[src/rtl/dm_req_arbiter_pkg.sv]
// dm_arb_pkg
// Shared definitions for the data-memory request arbiter:
//   - arb_state_t   : arbiter FSM state encoding (IDLE / ISSUE / WAIT)
//   - PRIO_RR/FIXED : values accepted by the PRIO_MODE parameter
//   - LAT_CNT_W     : width of the read-latency down-counter
//   - out_of_range(): address decode shared by the top level
package dm_arb_pkg;

  typedef enum logic [1:0] {
    ST_IDLE  = 2'd0,
    ST_ISSUE = 2'd1,
    ST_WAIT  = 2'd2
  } arb_state_t;

  localparam int PRIO_RR    = 0;
  localparam int PRIO_FIXED = 1;

  localparam int LAT_CNT_W = 8;

  // Any set bit above the decoded byte-address field means the access
  // falls outside the data memory.
  function automatic logic out_of_range(input logic [31:0] addr, input int aw);
    return (addr >> aw) != 32'd0;
  endfunction

endpackage

[src/rtl/dm_req_arbiter_rr_arb2.sv]
// rr_arb2
// Two-way grant generator for the data-memory arbiter. Grants are purely
// combinational from the request lines; a last-grant pointer remembers who
// won the previous arbitration so that, in round-robin mode, a tie goes to
// the other requester.
// Ports:
//   clk, reset     : clock, asynchronous active-low reset
//   req0, req1     : requests from M0 (CPU) and M1 (DMA/debug)
//   update         : 1 when the grant is actually being consumed
//   gnt0, gnt1     : one-hot (or zero) grant
module rr_arb2
  import dm_arb_pkg::*;
#(
  parameter int PRIO_MODE = PRIO_RR
) (
  input  logic clk,
  input  logic reset,
  input  logic req0,
  input  logic req1,
  input  logic update,
  output logic gnt0,
  output logic gnt1
);

  // 1 = M1 received the most recent grant. Resets to 1 so M0 wins the
  // first tie after reset.
  logic last1;

  // On a tie, fixed-priority mode always picks M0; round-robin mode picks
  // whichever requester did not win last time.
  always_comb begin
    gnt0 = 1'b0;
    gnt1 = 1'b0;
    if (req0 && req1) begin
      if ((PRIO_MODE == PRIO_FIXED) || last1) begin
        gnt0 = 1'b1;
      end else begin
        gnt1 = 1'b1;
      end
    end else begin
      gnt0 = req0;
      gnt1 = req1;
    end
  end

  // Pointer moves on every consumed grant, in either mode.
  always_ff @(posedge clk or negedge reset) begin
    if (!reset) begin
      last1 <= 1'b1;
    end else if (update && (gnt0 || gnt1)) begin
      last1 <= gnt1;
    end
  end

endmodule

[src/rtl/dm_req_arbiter.sv]
// dm_req_arbiter
// Shares the single-port data-memory SRAM between the CPU load/store unit
// (M0) and the DMA/debug port (M1). One command is latched per arbitration
// and issued as a single-cycle mem_wen or mem_ren strobe; the winner gets
// an ack pulse, and for reads an rvalid pulse carrying mem_rdata once the
// memory latency has elapsed. Out-of-range addresses never reach the
// memory: they are acked with err (and, for reads, rvalid with zero data).
// Ports:
//   clk, reset                : clock, asynchronous active-low reset
//   mN_req/wen/be/addr/wdata/pc : requester N command (held until mN_ack)
//   mN_ack, mN_err            : acceptance pulse, out-of-range flag
//   mN_rvalid, mN_rdata       : read response (rdata valid with rvalid only)
//   mem_wen, mem_ren          : memory strobes, high for exactly one cycle
//   mem_BE/addr/wdata/PC      : latched command, held between accesses
//   mem_rdata                 : registered memory read data
module dm_req_arbiter
  import dm_arb_pkg::*;
#(
  parameter int PRIO_MODE = PRIO_RR,
  parameter int MEM_AW    = 12,
  parameter int RD_LAT    = 1
) (
  input  logic        clk,
  input  logic        reset,
  input  logic        m0_req,
  input  logic        m0_wen,
  input  logic [3:0]  m0_be,
  input  logic [31:0] m0_addr,
  input  logic [31:0] m0_wdata,
  input  logic [31:0] m0_pc,
  output logic        m0_ack,
  output logic        m0_rvalid,
  output logic [31:0] m0_rdata,
  output logic        m0_err,
  input  logic        m1_req,
  input  logic        m1_wen,
  input  logic [3:0]  m1_be,
  input  logic [31:0] m1_addr,
  input  logic [31:0] m1_wdata,
  input  logic [31:0] m1_pc,
  output logic        m1_ack,
  output logic        m1_rvalid,
  output logic [31:0] m1_rdata,
  output logic        m1_err,
  output logic        mem_wen,
  output logic        mem_ren,
  output logic [3:0]  mem_BE,
  output logic [31:0] mem_addr,
  output logic [31:0] mem_wdata,
  output logic [31:0] mem_PC,
  input  logic [31:0] mem_rdata
);

  arb_state_t state;

  logic gnt0, gnt1;

  // Latched command attributes needed after IDLE.
  logic win1;
  logic cmd_wen;
  logic cmd_oor;
  // 0 while an out-of-range read is being answered, so rdata reads as zero.
  logic rd_mem;
  logic [LAT_CNT_W-1:0] lat_cnt;

  // Winner's command, selected from the grant.
  logic        sel_wen;
  logic [3:0]  sel_be;
  logic [31:0] sel_addr;
  logic [31:0] sel_wdata;
  logic [31:0] sel_pc;
  logic        sel_oor;

  rr_arb2 #(
    .PRIO_MODE(PRIO_MODE)
  ) u_arb (
    .clk   (clk),
    .reset (reset),
    .req0  (m0_req),
    .req1  (m1_req),
    .update(state == ST_IDLE),
    .gnt0  (gnt0),
    .gnt1  (gnt1)
  );

  always_comb begin
    sel_wen   = gnt1 ? m1_wen   : m0_wen;
    sel_be    = gnt1 ? m1_be    : m0_be;
    sel_addr  = gnt1 ? m1_addr  : m0_addr;
    sel_wdata = gnt1 ? m1_wdata : m0_wdata;
    sel_pc    = gnt1 ? m1_pc    : m0_pc;
    sel_oor   = out_of_range(sel_addr, MEM_AW);
  end

  // Read data is taken straight from the memory in the rvalid cycle, since
  // the SRAM only presents it for that cycle; outside rvalid it is forced
  // to zero.
  assign m0_rdata = (m0_rvalid && rd_mem) ? mem_rdata : 32'd0;
  assign m1_rdata = (m1_rvalid && rd_mem) ? mem_rdata : 32'd0;

  // Arbiter FSM. All outputs are registered and set on the transition into
  // the cycle in which they are visible, so ack and the memory strobe appear
  // during ISSUE, and rvalid appears in the final WAIT cycle. Pulse outputs
  // default to 0 every cycle; the mem_* command bus holds its last value.
  always_ff @(posedge clk or negedge reset) begin
    if (!reset) begin
      state     <= ST_IDLE;
      win1      <= 1'b0;
      cmd_wen   <= 1'b0;
      cmd_oor   <= 1'b0;
      rd_mem    <= 1'b0;
      lat_cnt   <= '0;
      m0_ack    <= 1'b0;
      m1_ack    <= 1'b0;
      m0_err    <= 1'b0;
      m1_err    <= 1'b0;
      m0_rvalid <= 1'b0;
      m1_rvalid <= 1'b0;
      mem_wen   <= 1'b0;
      mem_ren   <= 1'b0;
      mem_BE    <= 4'd0;
      mem_addr  <= 32'd0;
      mem_wdata <= 32'd0;
      mem_PC    <= 32'd0;
    end else begin
      m0_ack    <= 1'b0;
      m1_ack    <= 1'b0;
      m0_err    <= 1'b0;
      m1_err    <= 1'b0;
      m0_rvalid <= 1'b0;
      m1_rvalid <= 1'b0;
      mem_wen   <= 1'b0;
      mem_ren   <= 1'b0;

      case (state)
        ST_IDLE: begin
          if (gnt0 || gnt1) begin
            win1      <= gnt1;
            cmd_wen   <= sel_wen;
            cmd_oor   <= sel_oor;
            rd_mem    <= !sel_oor;
            mem_BE    <= sel_be;
            mem_addr  <= sel_addr;
            mem_wdata <= sel_wdata;
            mem_PC    <= sel_pc;
            m0_ack    <= gnt0;
            m1_ack    <= gnt1;
            m0_err    <= gnt0 && sel_oor;
            m1_err    <= gnt1 && sel_oor;
            if (sel_oor) begin
              // Rejected reads are answered in the ack cycle.
              m0_rvalid <= gnt0 && !sel_wen;
              m1_rvalid <= gnt1 && !sel_wen;
            end else begin
              mem_wen <= sel_wen;
              mem_ren <= !sel_wen;
            end
            state <= ST_ISSUE;
          end
        end

        ST_ISSUE: begin
          if (!cmd_wen && !cmd_oor) begin
            lat_cnt <= LAT_CNT_W'(RD_LAT - 1);
            if (RD_LAT == 1) begin
              m0_rvalid <= !win1;
              m1_rvalid <= win1;
            end
            state <= ST_WAIT;
          end else begin
            state <= ST_IDLE;
          end
        end

        // lat_cnt counts the WAIT cycles still to come after the current
        // one; rvalid is raised on entry to the last of them.
        ST_WAIT: begin
          if (lat_cnt == '0) begin
            state <= ST_IDLE;
          end else begin
            lat_cnt <= lat_cnt - LAT_CNT_W'(1);
            if (lat_cnt == LAT_CNT_W'(1)) begin
              m0_rvalid <= !win1;
              m1_rvalid <= win1;
            end
          end
        end

        default: state <= ST_IDLE;
      endcase
    end
  end

endmodule

[config.mk]
export PLATFORM = sky130hd
export DESIGN_NAME = dm_req_arbiter
export DESIGN_NICKNAME = d
export VERILOG_FILES = /design/src/rtl/dm_req_arbiter_pkg.sv /design/src/rtl/dm_req_arbiter_rr_arb2.sv /design/src/rtl/dm_req_arbiter.sv
export SDC_FILE = /design/constraint.sdc
export NUM_CORES = 1
export LEC_CHECK = 0
export BUFFER_PORTS_ARGS = -buffer_cell sky130_fd_sc_hd__buf_2
export CORE_AREA = 2 2 158 160
export CTS_BUF_LIST = sky130_fd_sc_hd__clkbuf_4 sky130_fd_sc_hd__clkbuf_8
export DETAILED_ROUTE_END_ITERATION = 8
export DIE_AREA = 0 0 160 162
export PLACE_DENSITY = 0.63
export SYNTH_ARGS = -nofsm -noshare
export SYNTH_HDL_FRONTEND = slang
export SYNTH_SLANG_ARGS = --single-unit
[constraint.sdc]
create_clock -name clk -period 1.5 [get_ports clk]
set_input_delay 0.075 -clock clk [delete_from_list [all_inputs] [get_ports clk]]
set_output_delay 0.075 -clock clk [all_outputs]
set_load 0.01 [all_outputs]
* Yosys cells after proc, flatten, opt, wreduce, memory -nomap -nowiden
Index checks and enable logic that the tools add are counted.
Operators by class: $add $sub $neg 1, eq/ne operators 7, muxes and demuxes 44, reduce and logical (&&, ||, !) cells 22
Operators with widths (count):
- $mux 32 | 5
- $reduce_bool 32->1 | 1
- $mux 1 | 29
- $mux 8 | 2
- $pmux 8 s2 | 1
- $logic_and 1x1->1 | 9
- $eq 8x1->1 const B | 1
- $logic_not 8->1 | 1
- $ne 2x2->1 const B | 4
- $sub 8x1->8 const B | 1
- $mux 2 | 3
- $pmux 1 s3 | 2
- $pmux 2 s3 | 1
- $logic_not 1->1 | 5
- $mux 4 | 1
- $reduce_and 2->1 | 2
- $reduce_and 3->1 | 1
- $eq 2x1->1 const B | 1
- $eq 2x2->1 const B | 1
- $logic_not 2->1 | 1
- $reduce_bool 2->1 | 1
- $logic_or 1x1->1 | 1
Word-level totals: flip-flop bits (word level) 123, bits of input ports 238, output and inout port bits 172

* Longest topological paths before layout
Gate-level depths: netlist of the first run.
word-level depth 8, depth in mapped cells 7

* Hierarchy
A second synthesis of the first run with hierarchy kept.
Unflattened totals: cell total of the unflattened synthesis 622, area total of the unflattened synthesis 6143.4 um^2
By module, submodules not included:
- dm_req_arbiter | instances 1, cells an instance 616, area an instance 6087.1 um^2
- rr_arb2 | instances 1, cells an instance 6, area an instance 56.3 um^2

* Least setup slack after synthesis of the first run
No wires, ideal clock.
path type flip-flop to flip-flop, from register lat_cnt[0], to register lat_cnt[6], arrival time 1.508 ns, data required time 1.423 ns, path slack -0.085 ns, stages on the path, launching flop included 6, cell sequence dfrtp_1 > inv_1 > ha_1 > a311o_1 > or4_1 > a21oi_1
Between the ends: cells in the longest elaborated chain, start to end 3, elaborated cells between the ends (all ways) 6
Ends and longest elaborated chain:
- start, declared | line dm_req_arbiter.sv:64 | logic [LAT_CNT_W-1:0] lat_cnt;
- start signal, assigned | line dm_req_arbiter.sv:164 | lat_cnt <= LAT_CNT_W'(RD_LAT - 1);
- start signal, assigned | line dm_req_arbiter.sv:181 | lat_cnt <= lat_cnt - LAT_CNT_W'(1);
- $sub 8x1->8 / $logic_not 8->1 (equally long branches) | line dm_req_arbiter.sv:181, dm_req_arbiter.sv:178
- $mux 8 / $ne 2x2->1 (equally long branches)
- $pmux 8 s2 / $reduce_and 3->1 (equally long branches)
Parallel ways exist; a longest one is shown, timed or not. The select of a mux whose other input is x is not followed. A chain may end at the register's enable or synchronous reset.

* Final worst setup path of the first run
Same ends and word-level chain as after synthesis.

==> results of run 1 <==
[cell type report]
| type | count | area [um^2] | area share, % |
|---|---|---|---|
| multi-input combinational | 538 | 2990 | 24.0 |
| clock inverter | 14 | 135 | 1.08 |
| inverter | 8 | 35.0 | 0.281 |
| tap | 324 | 405 | 3.25 |
| clock buffer | 18 | 248 | 1.99 |
| timing repair buffer | 704 | 5550 | 44.5 |
| antenna | 4 | 10.0 | 0.0803 |
| sequential | 123 | 3080 | 24.7 |
[where the power goes]
group / total (mW) / internal [mW] / switching (mW)
sequential: 4.32 / 3.96 / 0.358
combinational: 3.99 / 1.92 / 2.07
clock: 2.96 / 1.39 / 1.58
[critical path, stage by stage, from the launching register on]
cell and delay [ns]:
dfrtp_1 0.41, inv_2 0.10, ha_1 0.15, inv_1 0.04
a311o_1 0.31, or4_1 0.43, a21oi_2 0.13
[through the flow]
| stage | area [um^2] | power [mW] | hold slack [ns] | instances | util, % |
|---|---|---|---|---|---|
| 3_5_place_dp | 8880 | 7.39 | -0.0102 | 1462 | 36.9 |
| 6_report | 12500 | 11.3 | 0.0629 | 1733 | 51.7 |
| 3_3_place_gp | 8880 | 7.34 | -0.0144 | 1462 | 36.9 |
| 5_1_grt | 12500 | 11.9 | 0.0678 | 1733 | 51.7 |
| 2_1_floorplan | 6030 | 5.72 | -0.221 | 727 | - |
| 4_1_cts | 11400 | 10.8 | 0.00737 | 1704 | 47.3 |
[synthesized netlist by cell type (all sizes together)]
| cell type | instances |
|---|---|
| a21oi | 5 |
| mux2 | 1 |
| nand3 | 4 |
| nand4 | 2 |
| and3 | 65 |
| clkbuf | 38 |
| a22oi | 1 |
| nand2b | 3 |
| mux2i | 1 |
| or4b | 1 |
| nor3b | 2 |
| o31ai | 3 |
| xnor2 | 2 |
| a31oi | 103 |
| ha | 3 |
| buf | 20 |
| a21bo | 1 |
| a21boi | 1 |
| o32ai | 2 |
| dfstp | 1 |
| nor4b | 1 |
| or2 | 1 |
| xor2 | 1 |
| a21o | 1 |
| nor4 | 10 |
| or4 | 2 |
| nor3 | 3 |
| nor2 | 108 |
| o21ai | 3 |
| a211oi | 1 |
| nand2 | 204 |
| or3 | 1 |
| a311oi | 1 |
| inv | 8 |
| a311o | 1 |
| dfrtp | 122 |
[path summary, 6_finish.rpt]
kind,from,to,slack (ns),depth (start not counted)
worst max-delay path,lat_cnt[0]$_DFFE_PN0P_,lat_cnt[6]$_DFFE_PN0P_,-0.14,6
worst min-delay path,reset,mem_wdata[28]$_DFFE_PN0P_,0.06,2
worst max register to register,lat_cnt[0]$_DFFE_PN0P_,lat_cnt[6]$_DFFE_PN0P_,-0.14,6
worst min register to register,win1$_DFFE_PN0P_,m0_rvalid$_DFF_PN0_,0.49,1
max in group asynchronous,reset,mem_addr[12]$_DFFE_PN0P_,0.88,3
min in group clk,m0_req,u_arb.last1$_DFFE_PN1P_,0.06,5
[sequential cells by signal (all words and copies together) (netlist names), 2 cells and up]
signal and flops:
state 2, mem_BE 4, mem_PC 32, mem_addr 32, mem_wdata 32, lat_cnt 8
[logic make-up after synthesis]
| kind of cell | share of synthesized area, % |
|---|---|
| AND/OR/NAND/NOR | 29.8 |
| AO/OA/AOI/OAI | 13.1 |
| flip-flops | 51.4 |
| buffers and inverters | 4.28 |
| XOR/XNOR | 0.438 |
| adder cells (fa/ha/maj) | 0.626 |
| multiplexers | 0.355 |
[per-layer routing]
layer,up-vias,track usage (%),part of all wire (%)
li1,3840,-,-
met1,3928,22.2,36
met2,558,38.0,50
met3,107,6.15,9.0
met4,0,9.71,4.6
met5,-,0,0
[repair_timing]
action                     4_1_cts  5_1_grt
hold endpoints to repair       226        0
resized for setup               11      120
cloned                           0       23
hold buffers                   203        0
setup endpoints to repair       90      178
setup buffers                    7        3
pin swaps                        5       43
==> summary.txt, run 1 <==
Pwr
  – VDD IR max: 539 uV
  – Leak: 6.12 nW
  – PwrDens: 904 mW/mm^2

GRT
  – Antenna violations before repair: 5
  – Largest net degree at the start of global routing: 65
  – Global-route wire length before repair: about 43 mm
  – Number of global-route vias before repair: 8205
  – Gr ovfl total: 0
  – Global-route usage over all layers: 20.8%

Clock network
  – Clock Latency Late Sink: 0.45 ns
  – CTS Buf Count: 17
  – Root buffer cell: clkbuf_8
  – Clock tree from TritonCTS: done
  – H-tree levels: 4
  – Clock-pin slew on the worst setup and hold paths: 0.10 ns
  – CTS max path bufs: 2
  – Clock Sinks: 123

Timing
  – RSZ-0062 raised after global routing: yes
  – # setup viols final: 81
  – Period utilisation layout: 109%
  – Final hold vios: 0
  – Final Skew: between 0.015 and 0.02 ns
  – Maximum clock frequency: 611 MHz
  – Setup_tns: -6.82 ns
  – Max Slew Vio Count: 0
  – Min setup slack post-route: -0.136 ns
  – Measured slew at the worst slew-check pin: 0.427 ns
  – Minimum clock period: about 1.6 ns
  – Slew HR: 71.3%

Synthesis
  – Synth warn: 0
  – Top cell type's share of synthesized area: 50.9%
  – Mapped Cells: 727
  – Unique masters post-synth: 38
  – Syn Nets: between 900 and 1k
  – Largest area contributor in the netlist: dfrtp_1
  – Seq/Total Area, Yosys: between 50% and 60%
  – Number of synthesized register bits: 123
  – Ranking of synthesized cells by area: dfrtp_1 51%, nand2_1 13%, a31oi_1 11%
  – Post-Syn Area: 0.00599 mm^2
  – Mean Syn Cell Area: 8.25 um^2

Layout
  – Area growth, synth to finish: 108%
  – Most frequent cells in the layout: 375 x buf_2, 203 x dlygate4sd3_1, 201 x nand2_1
  – Nets: 1633
  – FILL cells: 2107
  – Most common cell after layout, fill and taps aside: buf_2
  – Share of cells above drive strength 1: 42.8%

Die
  – Die width: 160 um
  – Num ports: 410
  – Full die area: about 0.026 mm^2
  – Die Height: about 160 um
  – Core region area: 0.0241 mm^2
  – Initial Util: roughly 25%
  – Rows: 57

Drt
  – Via density per instance: 4.87
  – WL/cell: 19.0 um
  – Drt first-iter violations: 602
  – Vias: between 8k and 9k
  – WL final: 32.9 mm
  – First-pass iteration count of the detailed router: 6
  – Number of remaining DRC errors: 0
  – Antenna viol nets, final: 0

Worst setup path
  – Critical Path AT: 2.01 ns
  – Worst setup SP type: flip-flop
  – Critical path fanouts, max: 4
  – Crit Path Category: reg -> reg
  – CP Data Required Time: roughly 1.9 ns
  – Worst setup EP type: flip-flop

Placement
  – GP Congestion: 0.823
  – Post-DP HPWL: ~18 mm
  – Pre-CTS setup slack: -0.125 ns
  – Number of port buffers: between 400 and 500

Worst hold path
  – Hold WC Path Type: in -> async

Run status
  – Status: finished, violations left
  – Failing checks: setup timing

Run
  – Max_cap viols: 0
Power figures use the tool's default switching activity.
==> run 2: changes to the inputs <==
ABC_AREA = 1   (was not set)
CORE_AREA = 2 2 160 162   (was 2 2 158 160)
DIE_AREA = 0 0 162 164   (was 0 0 160 162)
==> summary.txt, run 2 <==
Run status
  – Status: finished, violations left
  – Failing checks: setup timing

GRT
  – Gr ovfl total: 0
  – Number of global-route vias before repair: 8208
  – Largest net degree at the start of global routing: 102
  – Global-route wire length before repair: 41.9 mm
  – Antenna violations before repair: 2
  – Global-route usage over all layers: 20.2%

Placement
  – Number of port buffers: 409
  – GP Congestion: 0.846
  – Post-DP HPWL: 18.5 mm
  – Pre-CTS setup slack: -0.249 ns
  – Placed Area: around 0.009 mm^2

Synthesis
  – Post-Synth Adder-Cell Area: 0.613%
  – Multiplexer share of the synthesized area: 0%
  – Post-synth top flop: dfrtp_1
  – Unique masters post-synth: 28
  – EDFF count, synth: 0
  – Mean Syn Cell Area: 7.53 um^2
  – Commonest cells in the netlist: 179 x nor2_1, 178 x o21ai_0, 160 x nand2_1, 122 x dfrtp_1, 54 x inv_1
  – Post-Syn Area: 0.00612 mm^2
  – Ranking of synthesized cells by area: dfrtp_1 50%, o21ai_0 15%, nor2_1 11%
  – Async set or reset register ratio after synthesis: between 90% and 100%
  – Number of synthesized register bits: roughly 120
  – Largest area contributor in the netlist: dfrtp_1
  – Top cell type's share of synthesized area: 49.9%
  – Count leader, synth: nor2_1
  – Syn Nets: roughly 1.1k
  – Xor/xnor share of the synthesized area: 0.429%
  – Post-Synth Simple-Gate Area: 25.2%
  – Main combinational cell family by area after synthesis: simple AND/OR/NAND/NOR gates
  – Seq/Total Area, Yosys: about half
  – Mapped Cells: 813
  – Synth warn: 0
  – Synth Area in Compound Gates: 16.1%

Drt
  – Vias: approximately 8.4k
  – WL/cell: 16.4 um
  – Antenna viol nets, final: 0
  – Metal2 WL: 15.3 mm
  – First-pass iteration count of the detailed router: 5
  – Drt first-iter violations: approximately 550
  – Top Layer Used: met4
  – Met3 wire len: roughly 2.3 mm
  – WL final: just under 30 mm
  – Met1 WL: 11.0 mm
  – Via density per instance: between 4 and 5
  – Number of remaining DRC errors: 0

Worst setup path
  – Worst setup SP type: flip-flop
  – CP peak stage delay: 0.57 ns
  – Crit path max-delay cell type: dfstp_2
  – Critical Path AT: between 2 and 2.5 ns
  – Critical path fanouts, max: 12
  – Crit Path Category: reg -> reg
  – Reg2reg end: mem_addr[3]$_DFFE_PN0P_
  – Reg-to-reg startpoint: u_arb.last1$_DFFE_PN1P_
  – Register-to-register setup slack: -0.20 ns
  – Cells along the critical path: nand2_4 -> nand2_8 -> buf_6 -> buf_12 -> bufbuf_16 -> nor2_1 -> o21ai_0
  – CP Data Required Time: 1.85 ns
  – R2R cell count: 7
  – Worst setup EP type: flip-flop

Clock network
  – H-tree levels: 4
  – CTS Buf Count: 17
  – Root buffer cell: clkbuf_8
  – Clock Sinks: 123
  – CTS max path bufs: 2
  – # hold bufs at CTS: 190
  – Clock tree from TritonCTS: done
  – Clock Latency Late Sink: 0.43 ns
  – Clock-pin slew on the worst setup and hold paths: about 0.09 ns

Timing
  – Minimum clock period: approximately 1.7 ns
  – # setup viols final: between 50 and 60
  – RSZ-0062 raised after global routing: yes
  – Max Slew Vio Count: 0
  – Maximum clock frequency: a little under 600 MHz
  – Min setup slack post-route: -0.201 ns
  – Final Skew: roughly 0.016 ns
  – Measured slew at the worst slew-check pin: 0.516 ns
  – Period utilisation layout: 113%
  – Slew HR: 65.6%
  – Final hold vios: 0

Layout
  – Design Area, Final: about 0.012 mm^2
  – Share of cells above drive strength 1: about two fifths
  – Nets: 1706
  – Area growth, synth to finish: 98.8%
  – Biggest regs: mem_PC x32, mem_addr x32, mem_wdata x32
  – Most frequent cells in the layout: 391 x buf_2, 190 x dlygate4sd3_1, 148 x nand2_1
  – Most common cell after layout, fill and taps aside: buf_2

Die
  – Die Height: 164 um
  – Rows: 58
  – Die width: roughly 160 um
  – Num ports: 410
  – Full die area: ~0.027 mm^2
  – Core region area: around 0.025 mm^2
  – Initial Util: 24.7%

Worst hold path
  – Hold WC Path Type: in -> reg
  – Hold EP: mem_addr[10]$_DFFE_PN0P_
  – Hold path cells: 3
  – Worst hold start: m0_addr[10]

Pwr
  – Leak: about 6.3 nW
  – VDD IR max: 1170 uV
  – PwrDens: 1520 mW/mm^2

Run
  – Max_cap viols: 0
[run 2: cells by family after synthesis]
logic type / count (synthesis)
compound gates: 193
flops: 123
fa+ha+maj: 3
simple gates: 383
buf+inv: 108
xor+xnor: 3
[run 2: what timing repair did]
action,in CTS,in global routing
endpoints found under the setup margin,112,147
gates cloned,2,7
pin swaps,1,25
resized for setup,25,210
setup buffers,1,7
hold endpoints to repair,222,1
[run 2: worst max path at each step]
| stage | start | end | slack (ns) | depth (start not counted) |
|---|---|---|---|---|
| 4_1_cts | u_arb.last1$_DFFE_PN1P_ | m1_rvalid$_DFF_PN0_ | -0.19 | 11 |
| 3_5_place_dp | u_arb.last1$_DFFE_PN1P_ | mem_wdata[4]$_DFFE_PN0P_ | -0.25 | 6 |
| 2_1_floorplan | u_arb.last1$_DFFE_PN1P_ | cmd_oor$_DFFE_PN0P_ | -0.03 | 12 |
| 3_3_place_gp | u_arb.last1$_DFFE_PN1P_ | mem_wdata[4]$_DFFE_PN0P_ | -0.24 | 6 |
| 6_report | u_arb.last1$_DFFE_PN1P_ | mem_addr[3]$_DFFE_PN0P_ | -0.20 | 7 |
| 5_1_grt | u_arb.last1$_DFFE_PN1P_ | m1_rvalid$_DFF_PN0_ | -0.35 | 11 |
[run 2: area by class of cell]
class	count	area, um^2
Fill cell	2226	12600
Timing Repair Buffer	683	5030
Sequential cell	123	3080
Multi-Input combinational cell	583	3000
Tap cell	330	413
Clock buffer	17	234
Inverter	57	218
Clock inverter	15	196
Antenna cell	2	5.00
[run 2: report_power, final]
part | switching [mW] | internal [mW] | leakage, nW | total, mW
clock | 1.58 | 1.71 | 0.221 | 3.29
combinational | 5.20 | 4.18 | 4.59 | 9.37
sequential | 0.951 | 4.93 | 1.50 | 5.88
total | 7.73 | 10.8 | 6.31 | 18.6
[run 2: critical path, delay by kind of cell, from the launching register on]
family	cells	cell delay (ns)
DFF	1	0.57
and+or+nand+nor	3	0.29
AOI/OAI and AO/OA	1	0.16
buffers and inverters	3	0.59
[run 2: metal layers]
metal  GRT usage [%]  vias up
li1                -     3925
met1            21.9     3875
met2            37.4      493
met3            5.13       78
met4            8.73        0
met5               0        -
[run 2: per-stage QoR]
stage	total power [mW]	hold slack (ns)	cells	util, %	TNS [ns]
2_1_floorplan	9.90	-0.221	813	-	-0.110
3_3_place_gp	13.6	0.0318	1569	36.3	-12.67
3_5_place_dp	13.8	0.0348	1569	36.3	-16.70
5_1_grt	19.9	-0.000188	1810	49.0	-11.26
6_report	18.6	0.0211	1810	49.0	-4.85
4_1_cts	17.8	-0.00820	1794	46.2	-4.79
